$ cat src/rtl/sys_array_tile_scheduler.sv
// Tile scheduler: walks an MxK by KxN product in array-sized tiles, K-slices
// innermost, issuing one descriptor at a time and waiting for its completion.
module sys_array_tile_scheduler #(
  parameter int ARRAY_MAX_W   = 10,
  parameter int ARRAY_MAX_L   = 10,
  parameter int ARRAY_MAX_A_L = 10,
  parameter int DIM_WIDTH     = 16
) (
  input  logic                 clk,
  input  logic                 reset_n,
  input  logic                 start,
  input  logic                 abort,
  input  logic [DIM_WIDTH-1:0] mat_w_w,
  input  logic [DIM_WIDTH-1:0] mat_w_l,
  input  logic [DIM_WIDTH-1:0] mat_a_w,
  input  logic [DIM_WIDTH-1:0] mat_a_l,
  output logic                 tile_valid,
  input  logic                 tile_ready,
  output logic [DIM_WIDTH-1:0] tile_row0,
  output logic [DIM_WIDTH-1:0] tile_rows,
  output logic [DIM_WIDTH-1:0] tile_k0,
  output logic [DIM_WIDTH-1:0] tile_k_len,
  output logic [DIM_WIDTH-1:0] tile_col0,
  output logic [DIM_WIDTH-1:0] tile_cols,
  output logic                 tile_accumulate,
  output logic                 tile_last,
  input  logic                 tile_done,
  output logic                 busy,
  output logic                 done,
  output logic                 err,
  output logic [DIM_WIDTH-1:0] tile_count,
  output logic [2:0]           state_dbg
);

  localparam logic [2:0] S_IDLE   = 3'd0;
  localparam logic [2:0] S_CHECK  = 3'd1;
  localparam logic [2:0] S_ISSUE  = 3'd2;
  localparam logic [2:0] S_WAIT   = 3'd3;
  localparam logic [2:0] S_FINISH = 3'd4;

  localparam logic [DIM_WIDTH-1:0] MAX_W   = DIM_WIDTH'(ARRAY_MAX_W);
  localparam logic [DIM_WIDTH-1:0] MAX_L   = DIM_WIDTH'(ARRAY_MAX_L);
  localparam logic [DIM_WIDTH-1:0] MAX_A_L = DIM_WIDTH'(ARRAY_MAX_A_L);

  logic [2:0]           state;
  logic [DIM_WIDTH-1:0] dim_m, dim_k, dim_ka, dim_n;
  logic [DIM_WIDTH-1:0] row0, k0, col0;
  logic                 err_q;
  logic [DIM_WIDTH-1:0] count_q;

  // One extra bit on the block-end sums so offsets near the top of the
  // counter range cannot wrap and fake a "past the end" result.
  logic [DIM_WIDTH:0]   k_end, col_end, row_end;
  logic                 k_wrap, col_wrap, row_wrap, is_last;
  logic [DIM_WIDTH-1:0] rem_rows, rem_k, rem_cols;

  assign k_end    = {1'b0, k0}   + {1'b0, MAX_L};
  assign col_end  = {1'b0, col0} + {1'b0, MAX_A_L};
  assign row_end  = {1'b0, row0} + {1'b0, MAX_W};
  assign k_wrap   = k_end   >= {1'b0, dim_k};
  assign col_wrap = col_end >= {1'b0, dim_n};
  assign row_wrap = row_end >= {1'b0, dim_m};
  assign is_last  = k_wrap && col_wrap && row_wrap;

  assign rem_rows = dim_m - row0;
  assign rem_k    = dim_k - k0;
  assign rem_cols = dim_n - col0;

  // Handshake: a descriptor transfers on any cycle with tile_valid && tile_ready;
  // tile_valid never drops and no field changes until that transfer happens.
  // Descriptor fields read zero whenever tile_valid is low.
  assign tile_valid      = (state == S_ISSUE);
  assign tile_row0       = tile_valid ? row0 : '0;
  assign tile_k0         = tile_valid ? k0   : '0;
  assign tile_col0       = tile_valid ? col0 : '0;
  assign tile_rows       = !tile_valid ? '0 : (rem_rows > MAX_W)   ? MAX_W   : rem_rows;
  assign tile_k_len      = !tile_valid ? '0 : (rem_k    > MAX_L)   ? MAX_L   : rem_k;
  assign tile_cols       = !tile_valid ? '0 : (rem_cols > MAX_A_L) ? MAX_A_L : rem_cols;
  assign tile_accumulate = tile_valid && (k0 != '0);
  assign tile_last       = tile_valid && is_last;

  assign busy       = (state == S_CHECK) || (state == S_ISSUE) || (state == S_WAIT);
  assign done       = (state == S_FINISH);
  assign err        = err_q;
  assign tile_count = count_q;
  assign state_dbg  = state;

  always_ff @(posedge clk) begin
    if (!reset_n) begin
      state   <= S_IDLE;
      dim_m   <= '0;
      dim_k   <= '0;
      dim_ka  <= '0;
      dim_n   <= '0;
      row0    <= '0;
      k0      <= '0;
      col0    <= '0;
      err_q   <= 1'b0;
      count_q <= '0;
    end else if (abort && (state != S_IDLE)) begin
      state <= S_IDLE;
    end else begin
      case (state)
        S_IDLE: begin
          if (start && !abort) begin
            dim_m   <= mat_w_w;
            dim_k   <= mat_w_l;
            dim_ka  <= mat_a_w;
            dim_n   <= mat_a_l;
            row0    <= '0;
            k0      <= '0;
            col0    <= '0;
            err_q   <= 1'b0;
            count_q <= '0;
            state   <= S_CHECK;
          end
        end
        S_CHECK: begin
          if ((dim_m == '0) || (dim_k == '0) || (dim_ka == '0) || (dim_n == '0) ||
              (dim_k != dim_ka)) begin
            err_q <= 1'b1;
            state <= S_FINISH;
          end else begin
            state <= S_ISSUE;
          end
        end
        S_ISSUE: begin
          if (tile_ready) state <= S_WAIT;
        end
        S_WAIT: begin
          if (tile_done) begin
            count_q <= count_q + DIM_WIDTH'(1);
            if (is_last) begin
              state <= S_FINISH;
            end else begin
              state <= S_ISSUE;
              // K innermost, then columns, then rows.
              if (!k_wrap) begin
                k0 <= k_end[DIM_WIDTH-1:0];
              end else begin
                k0 <= '0;
                if (!col_wrap) begin
                  col0 <= col_end[DIM_WIDTH-1:0];
                end else begin
                  col0 <= '0;
                  row0 <= row_end[DIM_WIDTH-1:0];
                end
              end
            end
          end
        end
        S_FINISH: state <= S_IDLE;
        default:  state <= S_IDLE;
      endcase
    end
  end

endmodule

$ cat config.mk
export PLATFORM = sky130hd
export DESIGN_NAME = sys_array_tile_scheduler
export DESIGN_NICKNAME = d
export VERILOG_FILES = /design/src/rtl/sys_array_tile_scheduler.sv
export SDC_FILE = /design/constraint.sdc
export NUM_CORES = 1
export LEC_CHECK = 0
export ABC_AREA = 1
export CORE_UTILIZATION = 55
export DETAILED_ROUTE_END_ITERATION = 10
export GPL_TIMING_DRIVEN = 1
export PLACE_DENSITY = 0.82
export SLEW_MARGIN = 30
export SYNTH_ARGS = -nofsm -noshare
export SYNTH_HDL_FRONTEND = slang
export SYNTH_SLANG_ARGS = --single-unit
$ cat constraint.sdc
create_clock -name clk -period 4.6 [get_ports clk]
set_clock_uncertainty 0.2 [all_clocks]
set_input_delay 0.92 -clock clk [delete_from_list [all_inputs] [get_ports clk]]
set_output_delay 0.92 -clock clk [all_outputs]
set_load 0.1 [all_outputs]
* After elaboration in Yosys (flattened, before gate mapping) *
Index checks and enable logic that the tools add are counted.
W data, S select, Z words.

storage, ports and cells
  word-level logic and storage cells = 102
  input bits = 70
  output and inout port bits = 121
  register bits = 132

cells by class
  $lt $le $gt $ge = 6
  reduce and logical (&&, ||, !) cells = 30
  bitwise operators = 2
  mux-type cells = 35
  add/sub/neg operators = 7
  eq/ne operators = 12

operator list
  cell                     count
  $mux W16                 22
  $pmux W16 S2             4
  $logic_not A16 Y1        4
  $add A16 B4 Y17 const B  3
  $ge A17 B16 Y1           3
  $gt A16 B4 Y1 const B    3
  $sub A16 B16 Y16         3
  $add A16 B1 Y16 const B  1
  $ne A16 B16 Y1           1
  $reduce_bool A16 Y1      1
  $mux W3                  5
  $pmux W3 S4              1
  $ne A2 B2 Y1 const B     5
  $reduce_and A4 Y1        2
  $reduce_and A7 Y1        1
  $eq A3 B2 Y1 const B     2
  $logic_and A1 B1 Y1      6
  $logic_or A1 B1 Y1       6
  $reduce_and A3 Y1        2
  $reduce_and A6 Y1        1
  $reduce_and A5 Y1        1
  $ne A2 B1 Y1 const B     2
  $reduce_bool A2 Y1       2
  $eq A3 B1 Y1 const B     1
  other kinds (8)          10

* Depth between registers and ports, before layout *
Gate-level depths: netlist (run 1).

  depth after elaboration = 7
  gate-level depth with buffers = 23
  mapped depth without buffers = 22

* Worst setup path after synthesis (run 1) *
Ideal clock, no wire load.

  path type = reg-to-output
  from = register state[1], in the netlist state_dbg[1]
  to = output tile_cols[1]
  cell stages (with the launch flop) = 6
  data arrival time = 4.616 ns
  setup slack = -1.136 ns
  path buffers = 1
  data required time = 3.480 ns
  cells stage by stage = dfxtp_1 > inv_1 > nor2_1 > inv_2 > clkbuf_1 > a21oi_1

between the ends
  longest elaborated chain between the ends = 2

RTL lines
  element                   line  source
  start: declaration        45    logic [2:0] state;
  start signal: assignment  90    state <= S_IDLE;
  start signal: assignment  101   state <= S_IDLE;
  start signal: assignment  115   state <= S_CHECK;
  $eq A3 B2 Y1              72    assign tile_valid = (state == S_ISSUE);
  via tile_valid            17    output logic tile_valid,
  $mux W16                  78    assign tile_cols = !tile_valid ? '0 : (rem_cols > MAX_A_L) ? MAX_A_L : rem_cols;
  end: declaration          24    output logic [DIM_WIDTH-1:0] tile_cols,

The timed path passes the listed nets, and every way through them passes these cells.

* Final worst setup path (run 1) *
  from = register k0[1]
  to = output tile_last

between the ends
  longest elaborated chain between the ends = 5

RTL lines
  element                            line  source
  start: declaration                 47    logic [DIM_WIDTH-1:0] row0, k0, col0;
  start signal: assignment           139   k0 <= k_end[DIM_WIDTH-1:0];
  $add A16 B4 Y17                    57    assign k_end = {1'b0, k0} + {1'b0, MAX_L};
  $ge A17 B16 Y1                     60    assign k_wrap = k_end >= {1'b0, dim_k};
  $logic_and A1 B1 Y1 (2 in series)  63    assign is_last = k_wrap && col_wrap && row_wrap;
  $logic_and A1 B1 Y1                80    assign tile_last = tile_valid && is_last;
  end: declaration                   26    output logic tile_last,

No other way between the ends.

==> results.sh, run 1 <==
export IMPL_power_leakage_nw=6.425
export IMPL_clk_pin_slew_ns=0.06
export IMPL_critPathTopFamily="simple AND/OR/NAND/NOR gates"
export IMPL_setup_viol=0
export IMPL_final_common_cell="nand2_1"
export IMPL_place_congestion=0.9741
export IMPL_design_area_sq_um=13430
export IMPL_grt_max_degree=97
export IMPL_dpl_cell_area_sq_um=12710
export IMPL_yosysWarnings=0
export IMPL_reg2reg_depth=21
export IMPL_ys_ff_latch=129
export IMPL_row_count=51
export IMPL_ant_nets=0
export IMPL_r2r_slack_ns=0.77
export IMPL_crit_path_frequent_cell="nor2_2"
export IMPL_boundaryPins=191
export IMPL_syn_instance_count=1788
export IMPL_hpwlAfterDp_um=24580
export IMPL_grt_pass1_vias=10980
export IMPL_worstMarginPinSlew_ns=1.008
export IMPL_crit_buf_inv=4
export IMPL_avgSynthCellArea_sq_um=6.290
export IMPL_power_switching_w=0.002151
export IMPL_cts_sinks=129
export IMPL_dieWidth_um=145
export IMPL_remaining_drc_errors=0
export IMPL_cap_violations=0
export IMPL_r2r_end="k0[8]"
export IMPL_vdd_drop_max_mv=0.3113
export IMPL_cp_max_fo=6
export IMPL_initial_core_util=0.5686
export IMPL_hp_class="flip-flop to flip-flop"
export IMPL_whs_ns=0.2832
export IMPL_die_h_um=145
export IMPL_hold_viol=0
export IMPL_critPathKind="flip-flop to output port"
export IMPL_first_pass_iters=5
export IMPL_dieArea_sq_um=21030
export IMPL_cts_htree_levels=4
export IMPL_grt_antenna_before_repair=1
export IMPL_synth_area_sq_um=11250
export IMPL_switching_share=0.4346
export IMPL_slowest_delay_ns=0.39
export IMPL_synth_distinct_cells=47
export IMPL_cts_buffers=17
export IMPL_nFillCells=1780
export IMPL_wl_per_cell_um=14.78
export IMPL_slew_headroom=0.3258
export IMPL_period_minus_slack_ns=4.460
export IMPL_finalCritPeriodShare=0.9695
export IMPL_p_per_area_nw_per_um2=368.5
export IMPL_crit_chain="ha_4 > nor2_2 > nor2_2 > nand2_1 > nor2_2 > inv_2 > nor4_4 > xor2_1 > inv_1 > ha_1 > nand2_1 > inv_1 > nand3_2 > nor2_4 > nand3_2 > nand3_4 > nand3_4 > nor2_4 > buf_12"
export IMPL_clockBufferDepth=2
export IMPL_ys_seq_area_frac=0.2296
export IMPL_status="completed"
export IMPL_crit_end="tile_last"
export IMPL_grt_overflow=0
export IMPL_insertion_delay_ns=0.44
export IMPL_cp_required_ns=3.48
export IMPL_fin_nets=2087
export IMPL_worst_path_max_delay_cell="dfxtp_4"
export IMPL_vias=12090
export IMPL_grt_pass1_wl_um=52650
export IMPL_fmax_mhz=224.2
export IMPL_cp_startpoint="k0[1]"
export IMPL_clkPwrFrac=0.263
export IMPL_core_sq_um=19780
export IMPL_track_usage=0.3035
export IMPL_cts_tree="done"
export IMPL_slew_violations=0
export IMPL_viasPerCell=5.493
export IMPL_final_cell_mix="nand2_1 (367), inv_1 (262), nor2_1 (192), a21oi_1 (146), dfxtp_1 (126)"
export IMPL_drtIter0Drc=1109
export IMPL_finish_utilization=0.6791
export IMPL_worstReg2RegStart="k0[1]"
export IMPL_syn2layout_area_growth_pct=19.44
export IMPL_diodes=0
export IMPL_power_frac_seq=0.275
export IMPL_intPower_w=0.002798
export IMPL_drive_gt1_frac=0.09664
export IMPL_cp_start_kind="flip-flop"
export IMPL_combPwrFrac=0.462
export IMPL_crit_cells=19
export IMPL_cp_end_kind="output port"
export IMPL_wirelength_um=32520
export IMPL_port_buffers=151
export IMPL_critPathArrivalTime_ns=3.34
export IMPL_cts_root_buf="clkbuf_16"
## synth_stat cells, drive strengths merged
master	n	share of area
nor3b	2	0.0013
nand2	371	0.12
and2	3	0.0017
o21ai	98	0.044
clkinv	1	0.00033
nor3	27	0.012
o221a	1	0.0010
nand4	83	0.048
dfxtp	129	0.23
nor2	224	0.076
and3	2	0.0011
ha	91	0.10
a31oi	2	0.0011
a21o	2	0.0013
xnor2	22	0.017
o21bai	4	0.0027
inv	270	0.090
conb	2	0.00067
nor4	25	0.015
a2111oi	1	0.00078
xor2	42	0.033
or2	3	0.0019
a21oi	154	0.070
a211oi	1	0.0011
o21a	5	0.0033
nand3b	14	0.0093
fa	3	0.0053
o211ai	5	0.0033
buf	58	0.039
nand3	109	0.053
clkbuf	34	0.011
## layout make-up
type	instances	area [sq um]	area share
timing repair buffer	168	1496	0.1114
clock buffer	23	488.0	0.03633
multi-input combinational	1336	7427	0.5529
tap	265	331.6	0.02468
clock inverter	8	80.08	0.005961
inverter	271	1018	0.07582
sequential	129	2591	0.1929
## worst min path at each step
stage | slack, ns | from | cells after the start | to
6_report | 0.28 | tile_count[4] | 2 | tile_count[4]
4_1_cts | 0.28 | tile_count[4] | 2 | tile_count[4]
3_3_place_gp | 0.26 | tile_count[4] | 2 | tile_count[4]
3_5_place_dp | 0.27 | tile_count[4] | 2 | tile_count[4]
2_1_floorplan | 0.26 | dim_ka[3] | 2 | dim_ka[3]
5_1_grt | 0.30 | err | 2 | err
## stage by stage
| stage | setup slack [ns] | setup TNS (ns) | power, W | std cells |
|---|---|---|---|---|
| finish | 0.1405 | 0 | 0.004950 | 2200 |
| global route | -0.01989 | -0.01989 | 0.005311 | 2200 |
| CTS | 0.03042 | 0 | 0.004901 | 2196 |
| detailed placement | 0.3158 | 0 | 0.003591 | 2165 |
| global placement | 0.4090 | 0 | 0.003539 | 2165 |
| floorplan | -0.1209 | -3.345 | 0.003136 | 1828 |
## cells by family (layout without fill, tap and decap cells)
logic type	Yosys count	after routing	share of synthesized area
xor gates and xnor gates	64	64	0.04984
buffers and inverters	363	470	0.1405
adders and majority gates	94	94	0.1066
other	2	42	0.0006677
AOI/OAI and AO/OA	273	273	0.1285
and+or+nand+nor	863	863	0.3443
DFF	129	129	0.2296
## repair_timing
item / in CTS / in global routing
setup buffers: 0 / 4
endpoints found under the setup margin: 1 / 1
pin swaps: 2 / 12
hold buffers: 0 / 0
resized for setup: 7 / 24
## power groups by stage
stage / clock network (W) / registers [W] / logic, W
2_1_floorplan: 0 / 0.00136 / 0.00178
3_3_place_gp: 0 / 0.00137 / 0.00217
3_5_place_dp: 0 / 0.00138 / 0.00221
4_1_cts: 0.00131 / 0.00135 / 0.00224
5_1_grt: 0.00137 / 0.00137 / 0.00257
6_report: 0.00130 / 0.00136 / 0.00229
## flip-flops by register name, summed over array words and instances, names as in the netlist
signal,flops
dim_k,16
state_dbg,3
col0,15
tile_count,16
row0,15
err,1
k0,15
dim_m,16
dim_n,16
dim_ka,16
## routing by layer
metal | routed length, um | share of wire | global-route usage | up-vias
met3 | 2528 | 0.078 | 0.06226 | 69
met4 | 679 | 0.021 | 0.09255 | 2
met1 | 14380 | 0.44 | 0.4032 | 5499
met2 | 14920 | 0.46 | 0.4911 | 470
met5 | 11 | 0.00034 | 0 | -
li1 | - | - | - | 6045
## worst min-delay path: stages (launching register included)
cell     delay, ns
dfxtp_1       0.33
inv_1         0.06
a21oi_1       0.05
(Power assumes the default switching activity.)
==> run 2: changes to the inputs <==
--- a/config.mk
+++ b/config.mk
@@ -7,9 +7,10 @@
 export LEC_CHECK = 0
 export ABC_AREA = 1
 export CORE_UTILIZATION = 55
+export CTS_CLUSTER_DIAMETER = 100
 export DETAILED_ROUTE_END_ITERATION = 10
 export GPL_TIMING_DRIVEN = 1
-export PLACE_DENSITY = 0.82
+export PLACE_DENSITY = 0.89
 export SLEW_MARGIN = 30
 export SYNTH_ARGS = -nofsm -noshare
 export SYNTH_HDL_FRONTEND = slang
==> run 2 against run 1 <==
Net effect:
- highest routed layer is now met4
- wire length rose by 2.6%
- largest power group unchanged
- sequential power barely moved
- critical endpoint unchanged
- largest cell class unchanged
- combinational power barely moved
- count of clock-buffer cells in the layout fell by 5
- die area did not move
==> results.sh, run 2 (synthesis gave the netlist of run 1 again) <==
export IMPL_status="completed"
export IMPL_drive_gt1_frac=0.09593
export IMPL_wl_per_cell_um=15.13
export IMPL_place_congestion=0.9412
export IMPL_hold_viol=0
export IMPL_core_sq_um=19780
export IMPL_cts_root_buf="clkbuf_16"
export IMPL_grt_overflow=0
export IMPL_cts_tree="done"
export IMPL_post_place_cells=2165
export IMPL_remaining_drc_errors=0
export IMPL_reg2reg_depth=21
export IMPL_critPathArrivalTime_ns=3.33
export IMPL_cp_max_fo=3
export IMPL_slew_headroom=0.3013
export IMPL_drtIter0Drc=1176
export IMPL_finish_utilization=0.6782
export IMPL_vdd_drop_max_mv=0.3336
export IMPL_cts_sinks=129
export IMPL_final_cell_mix="nand2_1 (367), inv_1 (262), nor2_1 (196), a21oi_1 (146), dfxtp_1 (127)"
export IMPL_dieWidth_um=145
export IMPL_nFillCells=1751
export IMPL_first_pass_iters=6
export IMPL_critPathKind="flip-flop to output port"
export IMPL_grt_pass1_vias=10920
export IMPL_port_buffers=151
export IMPL_insertion_delay_ns=0.44
export IMPL_diodes=0
export IMPL_grt_pass1_wl_um=53260
export IMPL_finalCritPeriodShare=0.9683
export IMPL_worstMarginPinSlew_ns=1.045
export IMPL_wl_met1_um=14250
export IMPL_cts_buffers=17
export IMPL_cap_violations=0
export IMPL_fin_nets=2090
export IMPL_viasPerCell=5.557
export IMPL_cts_htree_levels=4
export IMPL_track_usage=0.3080
export IMPL_setup_viol=0
export IMPL_p_per_area_nw_per_um2=372.2
export IMPL_vias=12250
export IMPL_top_layer="met4"
export IMPL_clockBufferDepth=2
export IMPL_hp_class="flip-flop to flip-flop"
export IMPL_ant_nets=0
export IMPL_regArea_sq_um=2590
export IMPL_final_cells=2204
export IMPL_fmax_mhz=224.5
export IMPL_boundaryPins=191
export IMPL_syn2layout_area_growth_pct=19.28
export IMPL_min_delay_path_depth=2
export IMPL_grt_antenna_before_repair=0
export IMPL_period_minus_slack_ns=4.454
export IMPL_final_common_cell="nand2_1"
export IMPL_wl_met3_um=2504
export IMPL_wirelength_um=33350
export IMPL_total_power_w=0.004993
export IMPL_power_leakage_nw=6.404
export IMPL_cp_required_ns=3.48
export IMPL_hpwlAfterDp_um=25170
export IMPL_die_h_um=145
export IMPL_initial_core_util=0.5686
export IMPL_clk_pin_slew_ns=0.06
export IMPL_routed_wl_met2_um=15710
export IMPL_row_count=51
export IMPL_multiInputGateArea_sq_um=7367
export IMPL_cp_end_kind="output port"
export IMPL_grt_max_degree=97
export IMPL_cp_start_kind="flip-flop"
export IMPL_slew_violations=0
export IMPL_dieArea_sq_um=21030
export IMPL_postCtsHoldBufs=0
==> run 2: layout make-up <==
| class | instances | area share |
|---|---|---|
| clock buffers | 18 | 0.03274 |
| clock inverters | 14 | 0.01082 |
| inverters | 271 | 0.07611 |
| multi-input cells | 1336 | 0.5492 |
| flip-flops and latches | 129 | 0.1931 |
| well taps | 265 | 0.02472 |
| repair buffers | 171 | 0.1134 |
==> run 2: what timing repair did <==
action,in CTS,in global routing
gates cloned,0,0
gates resized for setup,4,15
pin swaps,0,6
setup buffers,0,7
setup endpoints to repair,1,3
==> run 2: per-stage QoR <==
step           hold WS, ns  TNS [ns]  instance area, sq um  setup slack [ns]
3_3_place_gp        0.2618         0                 12710            0.4057
2_1_floorplan       0.2563    -3.345                 11470           -0.1209
4_1_cts             0.2859         0                 13310         0.0001084
6_report            0.2911         0                 13420            0.1458
5_1_grt             0.3124  -0.03052                 13420          -0.03052
3_5_place_dp        0.2761         0                 12710            0.3081
==> run 2: worst max-delay path, cell delays in order, from the launching register on <==
cell and delay (ns):
dfxtp_1 0.40, ha_1 0.22, nor2_1 0.06, nor2_1 0.20, nand2_1 0.14, nor2_1 0.21, nand3_1 0.12, xor2_1 0.17
ha_1 0.28, nand2_1 0.07, inv_1 0.09, nand3_2 0.09, nor2_1 0.19, nor2_2 0.06, nand3_2 0.12, nand3_2 0.15
nor2_4 0.14, buf_12 0.18
==> run 2: worst paths after layout <==
| check | start | to | slack, ns |
|---|---|---|---|
| setup reg to reg | k0[1] | k0[8] | 0.82 |
| setup / recovery | col0[2] | tile_last | 0.15 |
| hold reg to reg | tile_count[4] | tile_count[4] | 0.29 |
| hold / removal | tile_count[4] | tile_count[4] | 0.29 |
==> run 2: power by group <==
part | switching, W | internal [W]
Sequential | 0.000128 | 0.00123
Combinational | 0.00152 | 0.000770
Clock | 0.000570 | 0.000774
==> run 2: layer usage <==
| metal | vias up | track usage |
|---|---|---|
| li1 | 6038 | - |
| met5 | - | 0 |
| met4 | 0 | 0.1149 |
| met2 | 545 | 0.5132 |
| met3 | 74 | 0.04497 |
| met1 | 5591 | 0.4009 |
==> run 3: changes to the inputs <==
--- a/config.mk
+++ b/config.mk
@@ -6,11 +6,11 @@
 export NUM_CORES = 1
 export LEC_CHECK = 0
 export ABC_AREA = 1
-export CORE_UTILIZATION = 55
+export CORE_UTILIZATION = 50
 export CTS_CLUSTER_DIAMETER = 100
 export DETAILED_ROUTE_END_ITERATION = 10
 export GPL_TIMING_DRIVEN = 1
-export PLACE_DENSITY = 0.89
+export PLACE_DENSITY = 0.79
 export SLEW_MARGIN = 30
 export SYNTH_ARGS = -nofsm -noshare
 export SYNTH_HDL_FRONTEND = slang
==> constraint.sdc (replaced) <==
create_clock -name clk -period 3.7 [get_ports clk]
set_clock_uncertainty 0.2 [all_clocks]
set_input_delay 0.74 -clock clk [delete_from_list [all_inputs] [get_ports clk]]
set_output_delay 0.74 -clock clk [all_outputs]
set_load 0.1 [all_outputs]
==> run 3 against run 2 <==
Net effect:
- the run now ends with DRC, setup timing left
- first-iteration DRC count grew 12%
- wire length grew 10%
- clock power grew 22%
- largest cell class unchanged
- largest power group unchanged
==> results.sh, run 3 (synthesis gave the netlist of run 1 again) <==
export IMPL_diodes=0
export IMPL_ant_nets=0
export IMPL_vdd_drop_max_mv=0.2792
export IMPL_clk_pin_slew_ns=0.06
export IMPL_violations="DRC, setup timing"
export IMPL_cts_sinks=129
export IMPL_fin_nets=2144
export IMPL_cts_root_buf="clkbuf_16"
export IMPL_cts_buffers=17
export IMPL_dieWidth_um=152.0
export IMPL_remaining_drc_errors=30
export IMPL_cap_violations=0
export IMPL_dp_slack_ns=-0.05089
export IMPL_final_common_cell="nand2_1"
export IMPL_initial_core_util=0.5122
export IMPL_cp_startpoint="row0[2]"
export IMPL_setup_viol=11
export IMPL_grt_max_degree=54
export IMPL_drtIter0Drc=1321
export IMPL_postCtsHoldBufs=0
export IMPL_p_per_area_nw_per_um2=438.0
export IMPL_port_buffers=151
export IMPL_viasPerCell=5.590
export IMPL_grt_pass1_vias=12030
export IMPL_cts_tree="done"
export IMPL_hp_class="flip-flop to flip-flop"
export IMPL_setup_tns_ns=-1.649
export IMPL_track_usage=0.3069
export IMPL_place_congestion=0.9355
export IMPL_fmax_mhz=247.9
export IMPL_final_cells=2273
export IMPL_insertion_delay_ns=0.43
export IMPL_cp_end_kind="output port"
export IMPL_setup_slack_ns=-0.3337
export IMPL_slew_violations=0
export IMPL_hp_start="tile_count[4]"
export IMPL_syn2layout_area_growth_pct=39.01
export IMPL_critPathKind="flip-flop to output port"
export IMPL_boundaryPins=191
export IMPL_grt_overflow=0
export IMPL_rsz0062_at_grt="true"
export IMPL_worstReg2RegStart="col0[5]"
export IMPL_grt_pass1_wl_um=58050
export IMPL_vias=12710
export IMPL_cp_max_fo=3
export IMPL_slew_headroom=0.3461
export IMPL_post_place_cells=2208
export IMPL_status="finished with violations"
export IMPL_wl_per_cell_um=16.13
export IMPL_row_count=54
export IMPL_wirelength_um=36670
export IMPL_drive_gt1_frac=0.2293
export IMPL_critPathArrivalTime_ns=3.09
export IMPL_hold_viol=0
export IMPL_die_h_um=152.0
export IMPL_cts_htree_levels=4
export IMPL_grt_antenna_before_repair=0
export IMPL_cp_start_kind="flip-flop"
export IMPL_finalCritPeriodShare=1.090
export IMPL_dieArea_sq_um=23100
export IMPL_final_cell_mix="nand2_1 (336), inv_1 (248), nor2_1 (143), a21oi_1 (132), dfxtp_1 (108)"
export IMPL_period_minus_slack_ns=4.034
export IMPL_cp_required_ns=2.76
export IMPL_core_sq_um=21960
export IMPL_worstMarginPinSlew_ns=0.9777
export IMPL_clockBufferDepth=2
export IMPL_power_leakage_nw=7.048
export IMPL_first_pass_iters=9
export IMPL_hpwlAfterDp_um=26920
run 3: cell types whose count changed in the layout (fill, tap and decap cells not counted), moves of 27 or more:
cell and delta:
nor2_1 -53, nand2_2 +27, ha_1 -31, buf_12 +63
nor2_2 +44, nand2_1 -31
run 3: through the flow:
| step | hold slack [ns] | cell area [sq um] | total power (W) | util |
|---|---|---|---|---|
| finish | 0.2834 | 15640 | 0.006849 | 0.7120 |
| global route | 0.3117 | 15640 | 0.007298 | 0.7120 |
| CTS | 0.2818 | 15210 | 0.006539 | 0.6927 |
| detailed placement | 0.2699 | 13910 | 0.004627 | 0.6336 |
| global placement | 0.2634 | 13910 | 0.004552 | 0.6336 |
| floorplan | 0.2563 | 11690 | 0.003924 | - |
run 3: worst max-delay path: stages, from the launching register on:
cell and delay (ns):
dfxtp_4 0.37, ha_4 0.14, nor2_1 0.05, nor2_2 0.15
nand3_2 0.13, nor3_4 0.22, buf_4 0.14, buf_4 0.10
a21oi_1 0.05, a21oi_1 0.16, ha_1 0.16, nand2_1 0.05
o21a_1 0.21, nor2_1 0.13, nor2_1 0.06, nand3_2 0.10
nand3_4 0.11, nor2_4 0.15, buf_12 0.18
run 3: final cells by class:
type                    instances  area [sq um]
flip-flops and latches        129          2619
multi-input cells            1337          8372
fillers                      1705          6324
inverters                     271          1031
clock buffers                  19         442.9
repair buffers                224          2691
well taps                     280         350.3
clock inverters                13         128.9
run 3: path summary, 6_finish.rpt:
path	endpoint	slack [ns]	cells past startpoint
min	tile_count[4]	0.28	2
min reg2reg	tile_count[4]	0.28	2
max reg2reg	col0[7]	0.19	18
max	tile_last	-0.33	18
run 3: power by group:
group	leakage (nW)	switching, W	internal [W]
sequential	1.07	0.000173	0.00153
clock	0.263	0.000682	0.000951
combinational	5.72	0.00220	0.00131
run 3: metal layers:
metal / wire length, um / GRT usage / vias to the layer above
met5: 0 / 0 / -
met4: 1068 / 0.1040 / 0
met3: 2910 / 0.06075 / 97
met2: 17110 / 0.5190 / 582
met1: 15580 / 0.3895 / 5858
li1: - / - / 6169
run 3: what timing repair did:
| action | in CTS | in global routing |
|---|---|---|
| pin swaps | 38 | 44 |
| setup buffers | 20 | 12 |
| setup endpoints to repair | 13 | 58 |
| gates cloned | 0 | 1 |
| gates resized for setup | 129 | 82 |
